File: src/rtl/fft_seq_pkg.sv
// Shared types and constants for the FFT frame sequencer.
// Holds the sequencer state enum, the frame counter width and the FFT size
// helper (N = 2^LOG2N) used by the top and by the burst counter.
package fft_seq_pkg;

  localparam int unsigned FRAME_IDX_W = 16;
  localparam int unsigned LOG2N_DEF   = 6;
  localparam int unsigned N_DEF       = 1 << LOG2N_DEF;

  typedef enum logic [2:0] {
    IDLE,
    FILT_WAIT,
    LOAD,
    FFT_RUN,
    READ,
    NEXT,
    FINISH
  } seq_state_t;

  // FFT size for a given log2 size
  function automatic int unsigned fft_n(input int unsigned log2n);
    return 1 << log2n;
  endfunction

endpackage

File: src/rtl/seq_burst_ctr.sv
// N-address burst counter.
// A go pulse loads addr with base; addr then advances once per cycle for N
// cycles (wrapping modulo 2^AW). valid follows each issued address one cycle
// later, matching a 1-cycle-latency RAM, and last marks the Nth valid.
// Ports: clk, rst (sync, active-high), go, base -> addr, valid, last.
module seq_burst_ctr
  import fft_seq_pkg::*;
#(
  parameter int unsigned LOG2N = 6,
  parameter int unsigned AW    = 6
) (
  input  logic          clk,
  input  logic          rst,
  input  logic          go,
  input  logic [AW-1:0] base,
  output logic [AW-1:0] addr,
  output logic          valid,
  output logic          last
);

  localparam int unsigned N = fft_n(LOG2N);

  logic             active;
  logic [LOG2N-1:0] k;
  logic             at_end;

  assign at_end = (k == LOG2N'(N - 1));

  // Address issue plus the one-cycle-delayed qualifiers
  always_ff @(posedge clk) begin
    if (rst) begin
      active <= 1'b0;
      k      <= '0;
      addr   <= '0;
      valid  <= 1'b0;
      last   <= 1'b0;
    end else begin
      valid <= active;
      last  <= active && at_end;
      if (go) begin
        active <= 1'b1;
        k      <= '0;
        addr   <= base;
      end else if (active) begin
        k    <= k + LOG2N'(1);
        addr <= addr + AW'(1);
        if (at_end) begin
          active <= 1'b0;
        end
      end
    end
  end

endmodule

File: src/rtl/fft_frame_sequencer.sv
// FFT frame sequencer: waits for the filter buffer, then for each of
// NUM_FRAMES frames copies N source samples (starting at base, advancing by
// HOP per frame) into the window RAM, kicks the FFT, and streams the N
// magnitudes out with mag_valid/mag_last.
// Ports: clk, rst (sync, active-high), start, filt_done; source RAM
// (src_addr/src_data), window RAM (win_we/win_addr/win_data), FFT handshake
// (fft_start/fft_done), magnitude RAM (mag_addr/mag_data), magnitude stream
// (mag_valid/mag_out/mag_last), status (frame_idx, busy, done, err).
// Build option: SEQ_WATCHDOG_EN adds an FFT_RUN watchdog that raises err and
// finishes the run after TIMEOUT_CYC cycles without fft_done.
module fft_frame_sequencer
  import fft_seq_pkg::*;
#(
  parameter int unsigned DATA_W      = 32,
  parameter int unsigned LOG2N       = 6,
  parameter int unsigned HOP         = 32,
  parameter int unsigned SRC_AW      = 10,
  parameter int unsigned NUM_FRAMES  = 28,
  parameter int unsigned TIMEOUT_CYC = 1000000
) (
  input  logic                   clk,
  input  logic                   rst,
  input  logic                   start,
  input  logic                   filt_done,
  output logic [SRC_AW-1:0]      src_addr,
  input  logic [DATA_W-1:0]      src_data,
  output logic                   win_we,
  output logic [LOG2N-1:0]       win_addr,
  output logic [DATA_W-1:0]      win_data,
  output logic                   fft_start,
  input  logic                   fft_done,
  output logic [LOG2N-1:0]       mag_addr,
  input  logic [DATA_W-1:0]      mag_data,
  output logic                   mag_valid,
  output logic [DATA_W-1:0]      mag_out,
  output logic                   mag_last,
  output logic [FRAME_IDX_W-1:0] frame_idx,
  output logic                   busy,
  output logic                   done,
  output logic                   err
);

  seq_state_t        state;
  logic [SRC_AW-1:0] base;
  logic [SRC_AW-1:0] ld_base;
  logic              ld_go;
  logic              ld_last;
  logic              rd_go;
  logic              last_frame;
  logic              wd_expire;

  assign last_frame = (frame_idx == FRAME_IDX_W'(NUM_FRAMES - 1));

  // Launch a load burst on leaving FILT_WAIT, or from NEXT with the advanced base
  assign ld_go   = ((state == FILT_WAIT) && filt_done) || ((state == NEXT) && !last_frame);
  assign ld_base = (state == NEXT) ? (base + SRC_AW'(HOP)) : base;

  // fft_done seen while our own kick is still high belongs to a stale FFT
  assign rd_go = (state == FFT_RUN) && fft_done && !fft_start;

  seq_burst_ctr #(.LOG2N(LOG2N), .AW(SRC_AW)) u_load_ctr (
    .clk   (clk),
    .rst   (rst),
    .go    (ld_go),
    .base  (ld_base),
    .addr  (src_addr),
    .valid (win_we),
    .last  (ld_last)
  );

  seq_burst_ctr #(.LOG2N(LOG2N), .AW(LOG2N)) u_read_ctr (
    .clk   (clk),
    .rst   (rst),
    .go    (rd_go),
    .base  ('0),
    .addr  (mag_addr),
    .valid (mag_valid),
    .last  (mag_last)
  );

  // RAM read data passes straight through, gated so idle outputs stay zero
  assign win_data = win_we    ? src_data : '0;
  assign mag_out  = mag_valid ? mag_data : '0;

`ifdef SEQ_WATCHDOG_EN
  localparam int unsigned WD_W = $clog2(TIMEOUT_CYC + 1);

  logic [WD_W-1:0] wd_cnt;

  assign wd_expire = (state == FFT_RUN) && !rd_go && (wd_cnt == WD_W'(TIMEOUT_CYC - 1));

  // Cycles spent in FFT_RUN; cleared in every other state
  always_ff @(posedge clk) begin
    if (rst || (state != FFT_RUN)) begin
      wd_cnt <= '0;
    end else begin
      wd_cnt <= wd_cnt + WD_W'(1);
    end
  end

  // Sticky timeout flag, cleared by the next accepted start
  always_ff @(posedge clk) begin
    if (rst) begin
      err <= 1'b0;
    end else if ((state == IDLE) && start) begin
      err <= 1'b0;
    end else if (wd_expire) begin
      err <= 1'b1;
    end
  end
`else
  assign wd_expire = 1'b0;
  assign err       = 1'b0;
`endif

  // Sequencer FSM and its registered status outputs
  always_ff @(posedge clk) begin
    if (rst) begin
      state     <= IDLE;
      base      <= '0;
      frame_idx <= '0;
      fft_start <= 1'b0;
      busy      <= 1'b0;
      done      <= 1'b0;
      win_addr  <= '0;
    end else begin
      fft_start <= 1'b0;
      // base is constant across a burst, so this recovers the delayed index k
      win_addr  <= LOG2N'(src_addr - base);
      case (state)
        IDLE: begin
          if (start) begin
            done      <= 1'b0;
            frame_idx <= '0;
            base      <= '0;
            busy      <= 1'b1;
            state     <= FILT_WAIT;
          end
        end
        FILT_WAIT: begin
          if (filt_done) begin
            state <= LOAD;
          end
        end
        LOAD: begin
          if (ld_last) begin
            fft_start <= 1'b1;
            state     <= FFT_RUN;
          end
        end
        FFT_RUN: begin
          if (rd_go) begin
            state <= READ;
          end else if (wd_expire) begin
            done  <= 1'b1;
            state <= FINISH;
          end
        end
        READ: begin
          if (mag_last) begin
            state <= NEXT;
          end
        end
        NEXT: begin
          if (last_frame) begin
            done  <= 1'b1;
            state <= FINISH;
          end else begin
            frame_idx <= frame_idx + FRAME_IDX_W'(1);
            base      <= ld_base;
            state     <= LOAD;
          end
        end
        FINISH: begin
          done  <= 1'b0;
          busy  <= 1'b0;
          state <= IDLE;
        end
        default: begin
          state <= IDLE;
        end
      endcase
    end
  end

endmodule

File: config.mk
export PLATFORM = sky130hd
export DESIGN_NAME = fft_frame_sequencer
export DESIGN_NICKNAME = d
export VERILOG_FILES = /design/src/rtl/fft_seq_pkg.sv /design/src/rtl/seq_burst_ctr.sv /design/src/rtl/fft_frame_sequencer.sv
export SDC_FILE = /design/constraint.sdc
export NUM_CORES = 1
export LEC_CHECK = 0
export BUFFER_PORTS_ARGS = -buffer_cell sky130_fd_sc_hd__buf_2
export CAP_MARGIN = 40
export CORE_UTILIZATION = 40
export CTS_CLUSTER_DIAMETER = 80
export DETAILED_ROUTE_END_ITERATION = 8
export GPL_TIMING_DRIVEN = 0
export PLACE_DENSITY = 0.7
export SKIP_LAST_GASP = 1
export SLEW_MARGIN = 30
export SYNTH_ARGS = -nofsm -noshare
export SYNTH_HDL_FRONTEND = slang
export SYNTH_SLANG_ARGS = --single-unit
File: constraint.sdc
create_clock -name clk -period 2.6 [get_ports clk]
set_input_delay 0 -clock clk [delete_from_list [all_inputs] [get_ports clk]]
set_output_delay 0 -clock clk [all_outputs]
set_load 0.05 [all_outputs]
Yosys cells after proc, flatten, opt, wreduce, memory -nomap -nowiden --
Index checks and enable logic that the tools add are counted.
Cells by class: add/sub/neg operators 7, equality and inequality tests 16, multiplexer cells 30, bitwise operators 1, reduce and logical (&&, ||, !) cells 21
Operators by type and width (count):
- $mux 32 | 2
- $mux 10 | 5
- $mux 16 | 2
- $pmux 16 s2 | 1
- $pmux 10 s2 | 1
- $add 6x1->6 const B | 3
- $mux 3 | 6
- $pmux 3 s6 | 1
- $add 16x1->16 const B | 1
- $eq 16x5->1 const B | 1
- $eq 6x6->1 const B | 2
- $add 10x1->10 const B | 1
- $add 10x6->10 const B | 1
- $mux 1 | 10
- $ne 2x2->1 const B | 5
- $eq 3x3->1 const B | 3
- $eq 3x2->1 const B | 2
- $logic_and 1x1->1 | 6
- $reduce_and 3->1 | 2
- $reduce_bool 2->1 | 3
- $reduce_or 2->1 | 3
- $sub 6x6->6 | 1
- $reduce_and 5->1 | 1
- $ne 2x1->1 const B | 2
- 9 further kinds | 10
Storage, ports and cells: register bits after elaboration 72, input bits 69, output and inout port bits 109, word-level logic and storage cells 92

Logic depth before layout (Yosys ltp) --
Gate-level depths: netlist (run 1).
depth after elaboration 5, depth in mapped cells 8, mapped depth without buffers 5

By module --
From an unflattened synthesis (run 1), not the netlist that was laid out.
Unflattened totals: cells, all modules 458, area, all modules 3783.6 um^2
Modules (own cells, without submodules):
- fft_frame_sequencer | instances 1, cells an instance 280, area an instance 2228.4 um^2, sequential area each 660.6 um^2
- seq_burst_ctr (u_load_ctr) | instances 1, cells an instance 106, area an instance 913.4 um^2, sequential area each 380.4 um^2
- seq_burst_ctr (u_read_ctr) | instances 1, cells an instance 72, area an instance 641.9 um^2, sequential area each 300.3 um^2

Least setup slack after synthesis (run 1) --
No wires, ideal clock.
path kind register to register, start reg frame_idx[0], end reg u_load_ctr.addr[6], setup time 121 ps, data arrival time 2259 ps, required time 2479 ps, setup slack 220 ps, cell stages (with the launch flop) 6, buffers on the path 0, clock period less this slack 2380 ps, path through dfxtp_1 > ha_1 > nand4b_1 > or4_4 > a21oi_2 > mux2_2
Between the ends: cells in the longest elaborated chain, start to end 5, elaborated cells on any way between the ends 6, classes of those cells eq/ne: 1; mux: 1; reduce/logical: 4
RTL lines:
- start, declared | line fft_frame_sequencer.sv:37 | output logic [FRAME_IDX_W-1:0] frame_idx,
- start signal, assigned | line fft_frame_sequencer.sv:169 | frame_idx <= frame_idx + FRAME_IDX_W'(1);
- $eq 16x5->1 * | line fft_frame_sequencer.sv:52 | assign last_frame = (frame_idx == FRAME_IDX_W'(NUM_FRAMES - 1));
- $logic_not 1->1 * | line fft_frame_sequencer.sv:55 | assign ld_go = ((state == FILT_WAIT) && filt_done) || ((state == NEXT) && !last_frame);
- $logic_and 1x1->1 * | line fft_frame_sequencer.sv:55
- $logic_or 1x1->1 * | line fft_frame_sequencer.sv:55
- $mux 10 or $reduce_bool 2->1 (tied branches)
- end signal, assigned | line seq_burst_ctr.sv:43 | addr <= base;
- end signal, assigned | line seq_burst_ctr.sv:46 | addr <= addr + AW'(1);
- end, declared | line seq_burst_ctr.sv:16 | output logic [AW-1:0] addr,
Every way passes the cells marked *; elsewhere a longest branch is shown, timed or not. A chain may end at the register's enable or synchronous reset.

Worst setup path after layout (run 1) --
Same ends and word-level chain as after synthesis.

==> out/results.txt, run 1 <==
WL/cell: 14.06 µm
Syn_area_per_cell: 8.154 µm²
Area fraction of the dominant cell type after synthesis: 36.31%
Seq cells post-synth: 67
Clock Latency Late Sink: 340 ps
Minimum clock period: 2261 ps
Master of the slowest instance on the critical path: or4_4
First-pass GRT wire length: 16.28 mm
Layout cell share with drive strength beyond 1: 32.09%
HP Class: input pin to flip-flop
Most frequent cells after synthesis: dfxtp_1, and2_1, nor2_1
CTS Sinks: 67
Num rows: 34
Fin area: 4911 µm²
Setup CP Type: flip-flop to flip-flop
Final clock skew: 7.858 ps
Die width: 98.09 µm
EDFF count, synth: 0
WHS Path Cells: 4
Max incr delay on CP: 610 ps
Synth warn: 0
Hold_buf cts: 1
Synth Instances: 453
CP Max Fanout: 6
Pins Over Slew Limit: 0
Async SR Flop Fraction: 0%
Total track usage: 21.37%
Startpoint Class: flip-flop
Hold path start: filt_done
# IOs: 178
Maximum vdd drop: 0.2889 mV
HPWL after DPL: 8.054 mm
1st-iter DRT viols: 250
Fin crit share: 86.97%
Drt first pass iters: 8
Clock share of power: 39.2%
Violated checks: design-rule violations
RSZ-0062 raised after global routing: false
Most common cell in the synthesized netlist: dfxtp_1
Final WL: 10.59 mm
Die Ht: 98.09 µm
CP arrival: 2490 ps
Largest net degree at the start of global routing: 12
Combinational power share: 12.4%
Placed Area: 4708 µm²
Combinational family with the most area after synthesis: simple AND/OR/NAND/NOR gates
Remaining antenna violation count: 0
Internal power: 1.599 mW
R2R cell count: 5
Nets: 719
Flop pwr share: 48.3%
Initial antenna violation count: 0
Post-Synth Simple-Gate Area: 33.37%
DRC viols: 18
Post CTS Setup Buffer Count: 0
Total global routing overflow: 0
Worst slew pin tran: 562.2 ps
CTS tree: built
Clock slew at reported path FFs: 70 ps
Synthesized-area fraction occupied by ao, oa, aoi and oai cells: 12.67%
# port buffers: 175
Final Util: 55.50%
Antenna Cells: 0
Switching pwr: 0.5733 mW
DR vias: 3816
DR vias/cell: 5.068
Area contributors post-synth: dfxtp_1, and2_1, nor2_1
Adder-cell share of the synthesized area: 3.049%
Final Hold Fails: 0
Power Dens Cells: 442.4 nW/µm²
Net Sw Frac: 26.39%
Setup TNS: 0 ps
P&R area growth vs syn: 32.96%
Leakage: 2.302 nW
Max-Cap Viols: 0
Total power: 2.172 mW
CP required: 2830 ps
Cell variety after synth: 53
Clk root buf: clkbuf_8
CTS H-tree depth: 3
Core area: 8848 µm²
Yosys top cell by area: dfxtp_1
Max-slew headroom: 62.00%
Mapped Area: 3694 µm²
FF-to-FF Start: frame_idx[0]
Longest Clk Path Bufs: 2
Top_reg_cell synth: dfxtp_1
Crit path cell chain: ha_1 > nand4b_1 > or4_4 > a21oi_2 > mux2_2
Critical Path Start: frame_idx[0]
Vias in the first global route: 3316
CTS buffer count: 9
Post-cts sizing count: 0
Status: finished with violations
FMAX: 0.4423 GHz
GP Congestion: 0.8283
Crit end category: flip-flop
Die ar.: 9622 µm²
Register area share after synthesis: 36.31%
Post-synthesis xor/xnor area fraction: 5.691%
Final setup vio count: 0
Initial core utilization: 41.74%
Mux share of post-synthesis cell area: 2.778%
-- per-layer routing --
| layer | track usage (%) | vias to the layer above | share of wire [%] |
|---|---|---|---|
| li1 | - | 1931 | - |
| met1 | 27.00 | 1749 | 44 |
| met2 | 36.19 | 128 | 49 |
| met3 | 4.152 | 8 | 6.1 |
| met4 | 7.576 | 0 | 1.1 |
| met5 | 0 | - | 0 |
-- registers in the layout, summed over array words and instances, names as in the netlist, 3 cells and up --
register,count
u_read_ctr.k,6
win_addr,6
u_load_ctr.addr,10
u_load_ctr.k,6
state,3
base,5
u_read_ctr.addr,6
frame_idx,16
-- cell families (layout without fill, tap and decap cells) --
logic type,count (synthesis),in the layout
other,2,3
flip-flops,67,67
buffers and inverters,41,232
AND/OR/NAND/NOR,223,223
multiplexers,10,10
XOR/XNOR,24,24
AO/OA/AOI/OAI,77,77
adder cells (fa/ha/maj),9,9
-- cell type report --
cell class	count	area [µm²]
sequential	67	1341
fill	836	3938
clock inverter	4	51.30
tap	108	135.1
multi-input combinational	346	2137
timing repair buffer	176	885.9
inverter	9	33.78
clock buffer	11	141.4
buffer	32	185.2
-- final timing paths --
| kind | to | slack [ps] |
|---|---|---|
| hold reg to reg | fft_start | 460 |
| hold / removal | state[0] | 40 |
| setup / recovery | u_load_ctr.addr[6] | 340 |
| setup reg to reg | u_load_ctr.addr[6] | 340 |
-- power by group through the flow --
stage	clock, mW	combinational, mW	sequential (mW)
floorplan	0	0.146	1.10
global placement	0	0.264	1.07
detailed placement	0	0.267	1.07
CTS	0.875	0.270	1.05
global route	0.924	0.290	1.05
finish	0.852	0.270	1.05
-- critical path, delay by kind of cell (launching register included) --
| family | cells | cell delay (ps) |
|---|---|---|
| AO/OA/AOI/OAI | 1 | 250 |
| multiplexers | 1 | 360 |
| flip-flops | 1 | 410 |
| adder cells (fa/ha/maj) | 1 | 280 |
| AND/OR/NAND/NOR | 2 | 850 |
-- layout by cell type (no fill, tap or decap), types with 11 or more instances in the layout --
cell type	n
a21oi_1	22
a31oi_1	11
and2_1	66
buf_2	175
clkbuf_1	23
clkbuf_8	14
dfxtp_1	67
nand2_1	39
nand3_1	12
nand4_1	14
nor2_1	42
o21ai_0	21
xnor2_1	11
xor2_1	13
-- metrics by stage --
| stage | cells | hold WS (ps) | worst slack [ps] |
|---|---|---|---|
| after detailed placement | 737 | 262.2 | 376.5 |
| final | 753 | 39.94 | 338.9 |
| after floorplan | 454 | 225.4 | 219.8 |
| after global routing | 753 | 49.05 | 210.6 |
| after global placement | 737 | 261.4 | 381.9 |
| after CTS | 753 | 28.84 | 345.8 |
(Power assumes the default switching activity.)
==> run 2: changes to the inputs <==
RECOVER_POWER = 50   (was not set)
==> out/results.txt, run 2 (synthesis results as in run 1) <==
WL/cell: 13.99 µm
Most frequent cells in the layout: clkbuf_1, buf_2, dfxtp_1
Total global routing overflow: 0
Total track usage: 21.37%
DR vias: 3816
RSZ-0062 raised after global routing: false
Clk root buf: clkbuf_8
Longest Clk Path Bufs: 2
Final Hold Fails: 0
CP arrival: 2520 ps
HP Class: input pin to flip-flop
P&R area growth vs syn: 30.05%
Worst path bufs/invs: 0
Largest registers: frame_idx x16, u_load_ctr.addr x10
Die Ht: 98.09 µm
CTS Sinks: 67
HPWL after DPL: 8.054 mm
Remaining antenna violation count: 0
# port buffers: 175
CP Max Fanout: 6
Antenna Cells: 0
Leakage: 1.957 nW
Largest register FFs: 16
Minimum clock period: 2285 ps
GP Congestion: 0.8283
Layout cell share with drive strength beyond 1: 19.84%
Num rows: 34
Clock slew at reported path FFs: 70 ps
Fin crit share: 87.90%
Largest net degree at the start of global routing: 12
Core area: 8848 µm²
Initial antenna violation count: 0
DRC viols: 19
CP required: 2830 ps
Final clock skew: 8.413 ps
Post-cts sizing count: 0
Max-slew headroom: 55.51%
Setup TNS: 0 ps
Initial core utilization: 41.74%
Final WL: 10.54 mm
Nets: 719
Drt first pass iters: 6
Final setup vio count: 0
DR vias/cell: 5.068
Die ar.: 9622 µm²
Worst slew pin tran: 670.2 ps
Largest register by flop count: frame_idx
Delay-heaviest family, CP: simple AND/OR/NAND/NOR gates
Vias in the first global route: 3316
# IOs: 178
FMAX: 0.4376 GHz
Violated checks: design-rule violations
Maximum vdd drop: 0.2884 mV
Most common cell after layout, fill and taps aside: clkbuf_1
First-pass GRT wire length: 16.28 mm
Status: finished with violations
Power Dens Cells: 450.9 nW/µm²
Max-Cap Viols: 0
Pins Over Slew Limit: 0
CTS tree: built
Die width: 98.09 µm
Master of the slowest instance on the critical path: or4_4
Clock Latency Late Sink: 340 ps
Crit path cell chain: ha_1 > nand4b_1 > or4_4 > a21oi_2 > mux2_2
CTS buffer count: 9
Max incr delay on CP: 610 ps
Crit end category: flip-flop
1st-iter DRT viols: 229
Setup CP Type: flip-flop to flip-flop
CTS H-tree depth: 3
Startpoint Class: flip-flop
Hold slack final: 38.05 ps
## run 2: changes by cell type in the layout (fill, tap and decap cells not counted)
| cell | before | now |
|---|---|---|
| clkbuf_8 | 14 | 13 |
| buf_2 | 175 | 97 |
| buf_1 | 2 | 1 |
| clkbuf_1 | 23 | 103 |
## run 2: final timing paths
kind	from	endpoint	slack, ps	cells past startpoint
setup reg to reg	frame_idx[0]	u_load_ctr.addr[6]	310	5
hold / removal	filt_done	state[0]	40	4
setup / recovery	frame_idx[0]	u_load_ctr.addr[6]	310	5
hold reg to reg	u_load_ctr.last	fft_start	460	2
## run 2: what timing repair did
action,4_1_cts,5_1_grt
endpoints found under the setup margin,0,0
buffers inserted,0,0
hold buffers,1,0
hold endpoints to repair,2,0
## run 2: per-stage QoR
stage / utilization [%] / power (mW) / setup slack (ps) / cell area, µm² / instances
CTS: 55.50 / 2.195 / 345.8 / 4911 / 753
global route: 54.28 / 2.260 / 208.4 / 4803 / 753
finish: 54.28 / 2.166 / 314.6 / 4803 / 753
detailed placement: 53.21 / 1.341 / 376.5 / 4708 / 737
floorplan: - / 1.244 / 219.8 / 3697 / 454
global placement: 53.21 / 1.338 / 381.9 / 4708 / 737
## run 2: worst register-to-register path: stages (launching register included)
cell,delay (ps)
dfxtp_1,420
ha_1,290
nand4b_1,240
or4_4,610
a21oi_2,250
mux2_2,360
## run 2: cell type report
cell class | count | area (µm²)
buffer | 32 | 175.2
clock buffer | 11 | 141.4
clock inverter | 4 | 51.30
fill | 873 | 4045
inverter | 9 | 33.78
multi-input combinational | 346 | 2137
sequential | 67 | 1341
tap | 108 | 135.1
timing repair buffer | 176 | 788.3
## run 2: power breakdown
group	switching, mW	total, mW	internal (mW)
clock	0.388	0.852	0.464
sequential	0.0112	1.05	1.04
combinational	0.173	0.263	0.0902
## run 2: layer usage
layer | global-route usage, % | up-vias | routed length, µm
met5 | 0 | - | 0
met4 | 7.576 | 0 | 131
met3 | 4.152 | 16 | 685
met2 | 36.19 | 137 | 5079
met1 | 27.00 | 1735 | 4641
li1 | - | 1928 | -
==> run 3: changes to the inputs <==
--- a/constraint.sdc
+++ b/constraint.sdc
@@ -3,2 +3,2 @@
 set_output_delay 0 -clock clk [all_outputs]
-set_load 0.05 [all_outputs]
+set_load 0.005 [all_outputs]
==> out/results.txt, run 3 (synthesis results as in run 1) <==
Initial core utilization: 41.74%
Hold slack final: 38.88 ps
Fin crit share: 87.04%
Most frequent cells in the layout: buf_2, dfxtp_1, and2_1
Vias in the first global route: 3316
Final Util: 55.03%
CTS Sinks: 67
Worst slew pin tran: 576.5 ps
HPWL after DPL: 8.054 mm
GP Congestion: 0.8283
1st-iter DRT viols: 221
Setup TNS: 0 ps
Worst path bufs/invs: 0
Max incr delay on CP: 610 ps
Largest register FFs: 16
Drt first pass iters: 8
CTS H-tree depth: 3
Nets: 719
Post-cts sizing count: 0
Hold Path End: state[0]
Hold path start: filt_done
First-pass GRT wire length: 16.28 mm
Largest register by flop count: frame_idx
FF-to-FF Start: frame_idx[0]
Total global routing overflow: 0
Leakage: 2.173 nW
Initial antenna violation count: 0
Die width: 98.09 µm
Remaining antenna violation count: 0
DR vias: 3832
Crit end category: flip-flop
Clock Latency Late Sink: 340 ps
HP Class: input pin to flip-flop
Post-route setup slack: 336.8 ps
Fin area: 4870 µm²
# port buffers: 175
P&R area growth vs syn: 31.84%
Minimum clock period: 2263 ps
Master of the slowest instance on the critical path: or4_4
Largest registers: frame_idx x16, u_load_ctr.addr x10
Place WS: 376.5 ps
Die ar.: 9622 µm²
Final setup vio count: 0
R2R cell count: 5
Die Ht: 98.09 µm
Layout cell share with drive strength beyond 1: 28.06%
Reg2Reg Setup Slack: 340 ps
Crit path cell chain: ha_1 > nand4b_1 > or4_4 > a21oi_2 > mux2_2
CP Max Fanout: 6
Num rows: 34
Longest Clk Path Bufs: 2
Violated checks: design-rule violations
Startpoint Class: flip-flop
CTS tree: built
DRC viols: 18
Antenna Cells: 0
CP arrival: 2490 ps
Largest net degree at the start of global routing: 12
Final clock skew: 6.024 ps
Final WL: 10.54 mm
Total track usage: 21.37%
# IOs: 178
Final Hold Fails: 0
WHS Path Cells: 4
Max-slew headroom: 61.02%
Delay-heaviest family, CP: simple AND/OR/NAND/NOR gates
Core area: 8848 µm²
Setup CP Type: flip-flop to flip-flop
DR vias/cell: 5.089
Clk root buf: clkbuf_8
CP required: 2830 ps
Most common cell after layout, fill and taps aside: buf_2
Power Dens Cells: 429.8 nW/µm²
Status: finished with violations
Pins Over Slew Limit: 0
Max-Cap Viols: 0
Placed Area: 4708 µm²
Reg2Reg Capture Point: u_load_ctr.addr[6]
WL/cell: 14.00 µm
FMAX: 0.4419 GHz
RSZ-0062 raised after global routing: false
Clock slew at reported path FFs: 70 ps
CTS buffer count: 9
Maximum vdd drop: 0.2875 mV
[run 3: cell types whose count changed in the layout (fill, tap and decap cells not counted), sizes merged]
cell,change
clkbuf,-52
buf,+52
[run 3: final cells by class]
| type | instances | area, µm² |
|---|---|---|
| Fill cell | 844 | 3979 |
| Buffer | 32 | 175.2 |
| Timing Repair Buffer | 176 | 854.6 |
| Inverter | 9 | 33.78 |
| Tap cell | 108 | 135.1 |
| Clock buffer | 11 | 141.4 |
| Multi-Input combinational cell | 346 | 2137 |
| Sequential cell | 67 | 1341 |
| Clock inverter | 4 | 51.30 |
[run 3: worst min-delay path: stages]
cell,delay [ps]
buf_2,90
nand2b_1,80
nand4b_1,100
a21oi_1,60
[run 3: power by group]
part | switching (mW) | total, mW | leakage, nW | internal (mW)
Sequential | 0.0111 | 1.05 | 0.541 | 1.04
Combinational | 0.101 | 0.193 | 1.54 | 0.0919
Clock | 0.386 | 0.850 | 0.0954 | 0.464
Total | 0.498 | 2.09 | 2.17 | 1.59
[run 3: how the worst max path moves through the flow]
| stage | slack, ps | to | start | depth (start not counted) |
|---|---|---|---|---|
| finish | 340 | u_load_ctr.addr[6] | frame_idx[0] | 5 |
| global route | 210 | u_load_ctr.addr[6] | frame_idx[0] | 5 |
| CTS | 350 | u_load_ctr.addr[6] | frame_idx[0] | 5 |
| detailed placement | 380 | u_load_ctr.addr[6] | frame_idx[15] | 4 |
| global placement | 380 | u_load_ctr.addr[6] | frame_idx[15] | 4 |
| floorplan | 500 | u_load_ctr.addr[6] | frame_idx[15] | 4 |
[run 3: per-layer routing]
metal / part of all wire (%) / up-vias / wire (µm) / track usage (%)
li1: - / 1930 / - / -
met1: 44 / 1758 / 4662 / 27.00
met2: 48 / 129 / 5095 / 36.19
met3: 5.9 / 15 / 624 / 4.152
met4: 1.5 / 0 / 162 / 7.576
met5: 0 / - / 0 / 0
[run 3: through the flow]
| step | power, mW | instances |
|---|---|---|
| 5_1_grt | 2.189 | 753 |
| 3_5_place_dp | 1.268 | 737 |
| 4_1_cts | 2.122 | 753 |
| 3_3_place_gp | 1.264 | 737 |
| 6_report | 2.093 | 753 |
| 2_1_floorplan | 1.171 | 454 |
[run 3: what timing repair did]
item	CTS	global route
setup buffers	0	0
hold endpoints to repair	2	0
hold buffers	1	0
endpoints found under the setup margin	0	0
